$ cat src/rtl/multicore_run_controller_if.sv
`default_nettype none
// ============================================================================
// Module   : multicore_run_controller_if
// Purpose  : Bundles the host request/report signals and the per-core
//            status/end_process pins of the run controller.
// Signals  : start, abort, core_mask      host -> controller
//            end_process[3:0]             processor -> controller
//            status0..status3             controller -> processor (2b each)
//            busy, done, timeout, aborted,
//            finished[3:0], cycle_count   controller -> host
// Modports : slave  - controller side
//            master - host/harness side
// Revision : 1.0 - initial release
// ============================================================================
interface multicore_run_controller_if #(
  parameter int CNT_W = 32
);
  logic             start;
  logic             abort;
  logic [3:0]       core_mask;
  logic [3:0]       end_process;
  logic [1:0]       status0;
  logic [1:0]       status1;
  logic [1:0]       status2;
  logic [1:0]       status3;
  logic             busy;
  logic             done;
  logic             timeout;
  logic             aborted;
  logic [3:0]       finished;
  logic [CNT_W-1:0] cycle_count;

  modport slave (
    input  start, abort, core_mask, end_process,
    output status0, status1, status2, status3,
    output busy, done, timeout, aborted, finished, cycle_count
  );

  modport master (
    output start, abort, core_mask, end_process,
    input  status0, status1, status2, status3,
    input  busy, done, timeout, aborted, finished, cycle_count
  );
endinterface
`default_nettype wire

$ cat src/rtl/multicore_run_controller.sv
`default_nettype none
// ============================================================================
// Module   : multicore_run_controller
// Purpose  : Sequences one run of the four-core matrix-multiply processor:
//            clear selected cores for one cycle, drive them to RUN, freeze
//            each core as it reports end_process, and report completion,
//            elapsed RUN cycles, abort and watchdog timeout.
// Ports    : clock - rising-edge clock
//            rst_n - asynchronous active-low reset
//            bus   - multicore_run_controller_if.slave (host + core pins)
// Params   : CNT_W          - width of cycle_count / watchdog counter
//            TIMEOUT_CYCLES - RUN-cycle limit, 0 disables the watchdog
// Revision : 1.0 - initial release
// ============================================================================
module multicore_run_controller #(
  parameter int CNT_W          = 32,
  parameter int TIMEOUT_CYCLES = 100000
) (
  input  wire logic                   clock,
  input  wire logic                   rst_n,
  multicore_run_controller_if.slave   bus
);

  localparam logic [1:0] c_ST_HOLD = 2'b00;
  localparam logic [1:0] c_ST_RUN  = 2'b01;
  localparam logic [1:0] c_ST_HALT = 2'b10;

  // Watchdog fires on the edge where the pre-increment count equals this,
  // so the aborting cycle itself is the TIMEOUT_CYCLES-th RUN cycle.
  localparam logic [CNT_W-1:0] c_TIMEOUT_LAST = CNT_W'(TIMEOUT_CYCLES - 1);
  localparam bit               c_WD_EN        = (TIMEOUT_CYCLES != 0);

  typedef enum logic [1:0] {
    S_IDLE   = 2'd0,
    S_INIT   = 2'd1,
    S_RUN    = 2'd2,
    S_FINISH = 2'd3
  } state_t;

  state_t              r_state;
  logic [3:0]          r_mask;
  logic [3:0]          r_finished;
  logic [3:0][1:0]     r_status;
  logic                r_busy;
  logic                r_done;
  logic                r_timeout;
  logic                r_aborted;
  logic [CNT_W-1:0]    r_cycle_count;

  logic [3:0]          w_fin_next;
  logic                w_complete;
  logic                w_wd_hit;
  logic [CNT_W-1:0]    w_cnt_inc;
  logic [3:0][1:0]     w_run_status;
  logic [3:0][1:0]     w_init_status;

  // Per-core code: finished -> HALT, enabled -> RUN, disabled -> HOLD.
  function automatic logic [3:0][1:0] status_map(input logic [3:0] mask,
                                                 input logic [3:0] fin);
    logic [3:0][1:0] s;
    for (int i = 0; i < 4; i++) begin
      if (fin[i])       s[i] = c_ST_HALT;
      else if (mask[i]) s[i] = c_ST_RUN;
      else              s[i] = c_ST_HOLD;
    end
    return s;
  endfunction

  always_comb begin
    w_fin_next    = r_finished | (bus.end_process & r_mask);
    w_complete    = (w_fin_next == r_mask);
    w_wd_hit      = c_WD_EN && (r_cycle_count == c_TIMEOUT_LAST);
    w_cnt_inc     = (&r_cycle_count) ? r_cycle_count : r_cycle_count + 1'b1;
    w_run_status  = status_map(r_mask, w_fin_next);
    w_init_status = status_map(r_mask, 4'b0000);
  end

  always_ff @(posedge clock or negedge rst_n) begin
    if (!rst_n) begin
      r_state       <= S_IDLE;
      r_mask        <= 4'b0000;
      r_finished    <= 4'b0000;
      r_status      <= '0;
      r_busy        <= 1'b0;
      r_done        <= 1'b0;
      r_timeout     <= 1'b0;
      r_aborted     <= 1'b0;
      r_cycle_count <= '0;
    end else begin
      r_done <= 1'b0;
      case (r_state)
        S_IDLE: begin
          r_status <= '0;
          r_busy   <= 1'b0;
          if (bus.start) begin
            r_finished    <= 4'b0000;
            r_cycle_count <= '0;
            r_timeout     <= 1'b0;
            r_aborted     <= 1'b0;
            if (bus.core_mask != 4'b0000) begin
              r_mask  <= bus.core_mask;
              r_busy  <= 1'b1;
              r_state <= S_INIT;
            end else begin
              // Empty mask: report an immediate, zero-length run.
              r_done <= 1'b1;
            end
          end
        end

        S_INIT: begin
          if (bus.abort) begin
            r_aborted <= 1'b1;
            r_done    <= 1'b1;
            r_busy    <= 1'b0;
            r_status  <= {4{c_ST_HALT}};
            r_state   <= S_FINISH;
          end else begin
            r_status <= w_init_status;
            r_state  <= S_RUN;
          end
        end

        S_RUN: begin
          r_finished    <= w_fin_next;
          r_cycle_count <= w_cnt_inc;
          if (w_complete || bus.abort || w_wd_hit) begin
            // Completion outranks abort, which outranks the watchdog.
            r_aborted <= !w_complete && bus.abort;
            r_timeout <= !w_complete && !bus.abort && w_wd_hit;
            r_done    <= 1'b1;
            r_busy    <= 1'b0;
            r_status  <= {4{c_ST_HALT}};
            r_state   <= S_FINISH;
          end else begin
            r_status <= w_run_status;
          end
        end

        S_FINISH: begin
          r_status <= '0;
          r_state  <= S_IDLE;
        end

        default: r_state <= S_IDLE;
      endcase
    end
  end

  assign bus.status0     = r_status[0];
  assign bus.status1     = r_status[1];
  assign bus.status2     = r_status[2];
  assign bus.status3     = r_status[3];
  assign bus.busy        = r_busy;
  assign bus.done        = r_done;
  assign bus.timeout     = r_timeout;
  assign bus.aborted     = r_aborted;
  assign bus.finished    = r_finished;
  assign bus.cycle_count = r_cycle_count;

endmodule
`default_nettype wire

$ cat src/flat_wrapper.sv
// flat-port wrapper written by rule: the top's interface ports become plain ports
module multicore_run_controller_flat 
#(
  parameter int CNT_W          = 32,
  parameter int TIMEOUT_CYCLES = 100000
)
  (clock, rst_n, bus_start, bus_abort, bus_core_mask, bus_end_process, bus_status0, bus_status1, bus_status2, bus_status3, bus_busy, bus_done, bus_timeout, bus_aborted, bus_finished, bus_cycle_count);
  multicore_run_controller_if #(.CNT_W(CNT_W)) bus_i ();
  input  wire logic clock;
  input  wire logic rst_n;
  input wire logic [$bits(bus_i.start)-1:0] bus_start;
  input wire logic [$bits(bus_i.abort)-1:0] bus_abort;
  input wire logic [$bits(bus_i.core_mask)-1:0] bus_core_mask;
  input wire logic [$bits(bus_i.end_process)-1:0] bus_end_process;
  output wire logic [$bits(bus_i.status0)-1:0] bus_status0;
  output wire logic [$bits(bus_i.status1)-1:0] bus_status1;
  output wire logic [$bits(bus_i.status2)-1:0] bus_status2;
  output wire logic [$bits(bus_i.status3)-1:0] bus_status3;
  output wire logic [$bits(bus_i.busy)-1:0] bus_busy;
  output wire logic [$bits(bus_i.done)-1:0] bus_done;
  output wire logic [$bits(bus_i.timeout)-1:0] bus_timeout;
  output wire logic [$bits(bus_i.aborted)-1:0] bus_aborted;
  output wire logic [$bits(bus_i.finished)-1:0] bus_finished;
  output wire logic [$bits(bus_i.cycle_count)-1:0] bus_cycle_count;
  assign bus_i.start = bus_start;
  assign bus_i.abort = bus_abort;
  assign bus_i.core_mask = bus_core_mask;
  assign bus_i.end_process = bus_end_process;
  assign bus_status0 = bus_i.status0;
  assign bus_status1 = bus_i.status1;
  assign bus_status2 = bus_i.status2;
  assign bus_status3 = bus_i.status3;
  assign bus_busy = bus_i.busy;
  assign bus_done = bus_i.done;
  assign bus_timeout = bus_i.timeout;
  assign bus_aborted = bus_i.aborted;
  assign bus_finished = bus_i.finished;
  assign bus_cycle_count = bus_i.cycle_count;
  multicore_run_controller #(.CNT_W(CNT_W), .TIMEOUT_CYCLES(TIMEOUT_CYCLES)) u_core (.clock(clock), .rst_n(rst_n), .bus(bus_i));
endmodule
$ cat config.mk
export PLATFORM = sky130hd
export DESIGN_NAME = multicore_run_controller_flat
export DESIGN_NICKNAME = d
export VERILOG_FILES = /design/src/rtl/multicore_run_controller_if.sv /design/src/rtl/multicore_run_controller.sv /design/src/flat_wrapper.sv
export SDC_FILE = /design/constraint.sdc
export NUM_CORES = 1
export LEC_CHECK = 0
export ABC_CLOCK_PERIOD_IN_PS = 3700
export BUFFER_PORTS_ARGS = -buffer_cell sky130_fd_sc_hd__buf_2
export CAP_MARGIN = 20
export CORE_MARGIN = 4
export CORE_UTILIZATION = 55
export CTS_CLUSTER_SIZE = 24
export DETAILED_ROUTE_END_ITERATION = 10
export GPL_ROUTABILITY_DRIVEN = 0
export PLACE_DENSITY = 0.79
export SKIP_CTS_REPAIR_TIMING = 1
export SYNTH_ARGS = -nofsm -noshare
export SYNTH_HDL_FRONTEND = slang
export SYNTH_SLANG_ARGS = --single-unit
$ cat constraint.sdc
create_clock -name clock -period 3.7 [get_ports clock]
set_input_delay 0.37 -clock clock [delete_from_list [all_inputs] [get_ports clock]]
set_output_delay 0.37 -clock clock [all_outputs]
set_load 0.005 [all_outputs]
==> results by group <==
Pwr
  • P_sw: 0.0009513 W
  • Clock Power Share: between 10% and 20%
  • Reg power frac: 40.3%
  • Sw frac: between 40% and 50%
  • Maximum vdd drop: between 0.3 and 0.4 mV
  • Leakage: approximately 1.6 nW
  • Pint: 0.001238 W
  • PD cells: a little under 600 mW/mm^2
  • Gate power share: 43.4%

Clocking
  • Clock Sinks: 54
  • Clock latency on the worst-skew pair: 330 ps
  • Clock buffer depth: 2
  • H-tree depth: 2
  • Root Buffer: clkbuf_8
  • TritonCTS clock tree: built
  • Cts bufs inserted: 5
  • Clock transition at path regs: 100 ps

Logic synthesis
  • Sequential area share after synthesis: approximately two fifths
  • Number of synthesized flops with an enable pin: 0
  • FFs w/ async S/R, synth: 100.0%
  • Post-synthesis net count: 376
  • Syn avg cell area: 9.253 um^2
  • Distinct cells, synth: between 60 and 70
  • Ys Warns: 0
  • Syn Std Cell Area: approximately 0.0033 mm^2
  • Top-area cell type share of the netlist area: 41.25%
  • Synth area leaders: dfrtp_1 41%, nand2_1 4.5%, nand3_1 4.4%
  • Cells after synthesis: 354
  • Flops & latches, synth: 54
  • Top_reg_cell synth: dfrtp_1
  • Yosys top cell by area: dfrtp_1

Floorplanning
  • Core Area: 0.005642 mm^2
  • Die X: 85.18 um
  • Initial core utilization: between 50 and 60%
  • Row cnt: 27
  • Die area: approximately 0.0073 mm^2
  • Top-Level Pins: 60
  • Die Y: 85.18 um

Critical path
  • Reg2Reg Setup Slack: 770 ps
  • Crit start category: flop
  • Critical path cell sequence: inv_1, ha_1, mux2_2, nand2_1, nor2_1, or4b_1, nand3_1
  • Setup CP Type: flop to flop
  • Crit end category: flop
  • R2R Path End: u_core.bus.cycle_count[26]
  • Number of cells on the worst reg-to-reg path: 7
  • Crit path largest cell delay: around 860 ps
  • Worst path top cell family by delay: simple AND/OR/NAND/NOR gates
  • Worst path required time: 3960 ps
  • CP max stage cell: ha_1
  • R2R Path Start: u_core.r_state[0]
  • WP buf/inv: 1
  • Arrival time of the worst setup path: 3200 ps
  • Max Fanout on Critical Path: 29

Finish
  • Layout Area Growth over Synthesis: 12.30%
  • Post-layout util: 65.20%
  • Commonest non-fill, non-tap cell in the layout: buf_2
  • Layout cells sized above 1: roughly 22%
  • Diode count: 0
  • FILL cells: 499
  • Most frequent cells in the layout: 59 x buf_2, 54 x dfrtp_1, 39 x nand2_1
  • Final net count: 425

Route
  • Routed WL: 8762 um
  • Drt drc: 0
  • Detail Route Antenna Nets: 0
  • 1st-pass router iterations: 5
  • Iteration-0 DRC count of the detailed router: 306
  • Average wire per standard cell: 18.41 um
  • Vias: 3145
  • Post-DR vias/cell: 6.607

STA
  • Ratio of final minimum period to clock period: 79.28%
  • Final hold viol count: 0
  • Worst clock skew: about 6.8 ps
  • Sum Neg Setup Slack: 0 ps
  • Headroom to the max-slew limit: just under 30%
  • Post-layout min period: 2934 ps
  • Hold WS: 161.4 ps
  • Peak Freq: 0.3409 GHz
  • RSZ-0062 raised after global routing: false
  • Pin slew with the least headroom to its limit: 1053 ps
  • Fin. max-slew vios: 0
  • Final setup viols: 0

Global route
  • Initial antenna violation count: 0
  • First-pass GRT wire length: 14760 um
  • Gr ovfl total: 0
  • Total GRT Usage: 25.07%
  • Largest net degree at the start of global routing: 55
  • Vias in the first global route: roughly 2900

Placement
  • Port bufs: between 50 and 60
  • HPWL after DPL: between 6000 and 7000 um

Outcome
  • Status: complete, no violations

Run
  • Max-cap violations: 0

Hold path
  • Hold Path Class: input pin to asynchronous set/reset pin
stage by stage:
stage / worst slack (ps) / total power (W) / instances / area [um^2]
2_1_floorplan: 1497 / 0.001536 / 354 / 3276
3_3_place_gp: 1040 / 0.001800 / 468 / 3585
3_5_place_dp: 869.1 / 0.001833 / 468 / 3585
4_1_cts: 838.8 / 0.002186 / 476 / 3679
5_1_grt: 500.9 / 0.002359 / 476 / 3679
6_report: 766.5 / 0.002189 / 476 / 3679
power by group through the flow:
stage	Clock [W]	Sequential (W)	Combinational, W
floorplan	0	0.000852	0.000684
global placement	0	0.000881	0.000919
detailed placement	0	0.000888	0.000945
CTS	0.000361	0.000875	0.000950
global route	0.000386	0.000907	0.00107
finish	0.000357	0.000882	0.000950
layer usage:
metal  global-route usage, %  share of wire, %  vias to the layer above  routed length, um
met5                       0                 0                        -                  0
met4                   7.770               1.8                        0                157
met3                   4.660               7.1                       19                618
met2                   38.28                46                      138               4064
met1                   36.16                45                     1520               3922
li1                        -                 -                     1468                  -
how the worst max path moves through the flow:
stage	start	cells after the start	end	slack, ps
after floorplan	u_core.bus.cycle_count[12]	7	u_core.r_state[1]	1500
after global placement	u_core.r_state[0]	7	u_core.bus.cycle_count[26]	1040
after detailed placement	u_core.r_state[0]	6	u_core.bus.cycle_count[14]	870
after CTS	u_core.r_state[0]	7	u_core.bus.cycle_count[26]	840
after global routing	u_core.r_state[0]	7	u_core.bus.cycle_count[17]	500
final	u_core.r_state[0]	7	u_core.bus.cycle_count[26]	770
layout make-up:
cell class                      instances  area, um^2  area share [%]
Multi-Input combinational cell        273        1795           48.81
Sequential cell                        54        1351           36.73
Timing Repair Buffer                   63       325.3           8.844
Tap cell                               72       90.09           2.449
Clock buffer                            5       68.82           1.871
Clock inverter                          3       25.02          0.6803
Inverter                                6       22.52          0.6122
registers in the layout (all words and copies together) (netlist names):
signal                  cells
u_core.bus.status1          2
u_core.bus.status3          2
u_core.bus.done             1
u_core.bus.cycle_count     32
u_core.bus.busy             1
u_core.bus.status2          2
u_core.r_mask               4
u_core.bus.finished         4
u_core.bus.status0          2
u_core.bus.aborted          1
u_core.r_state              2
u_core.bus.timeout          1
cell usage after synthesis (6+ instances only):
cell type,number
a21oi_1,18
a31oi_1,11
and3_1,8
buf_2,7
clkbuf_1,10
dfrtp_1,54
ha_1,10
nand2_1,39
nand3_1,29
nand4_1,12
nor2_1,15
nor3_1,6
nor4_1,6
o21ai_0,7
o21ai_1,21
o31ai_1,12
or4_1,6
kinds of logic (layout without fill, tap and decap cells):
family | Yosys count | after routing | share of synthesized area (%)
AO/OA/AOI/OAI | 102 | 102 | 21.47
multiplexers | 9 | 9 | 3.017
flip-flops | 54 | 54 | 41.25
adder cells (fa/ha/maj) | 10 | 10 | 3.820
buffers and inverters | 27 | 77 | 3.934
AND/OR/NAND/NOR | 152 | 152 | 26.51
worst reg2reg max path, cell delays in order, from the launching register on:
cell,delay (ps)
dfrtp_1,470
inv_1,120
ha_1,860
mux2_2,430
nand2_1,250
nor2_1,190
or4b_1,450
nand3_1,110
No activity file was read; power rests on OpenSTA's default activity.
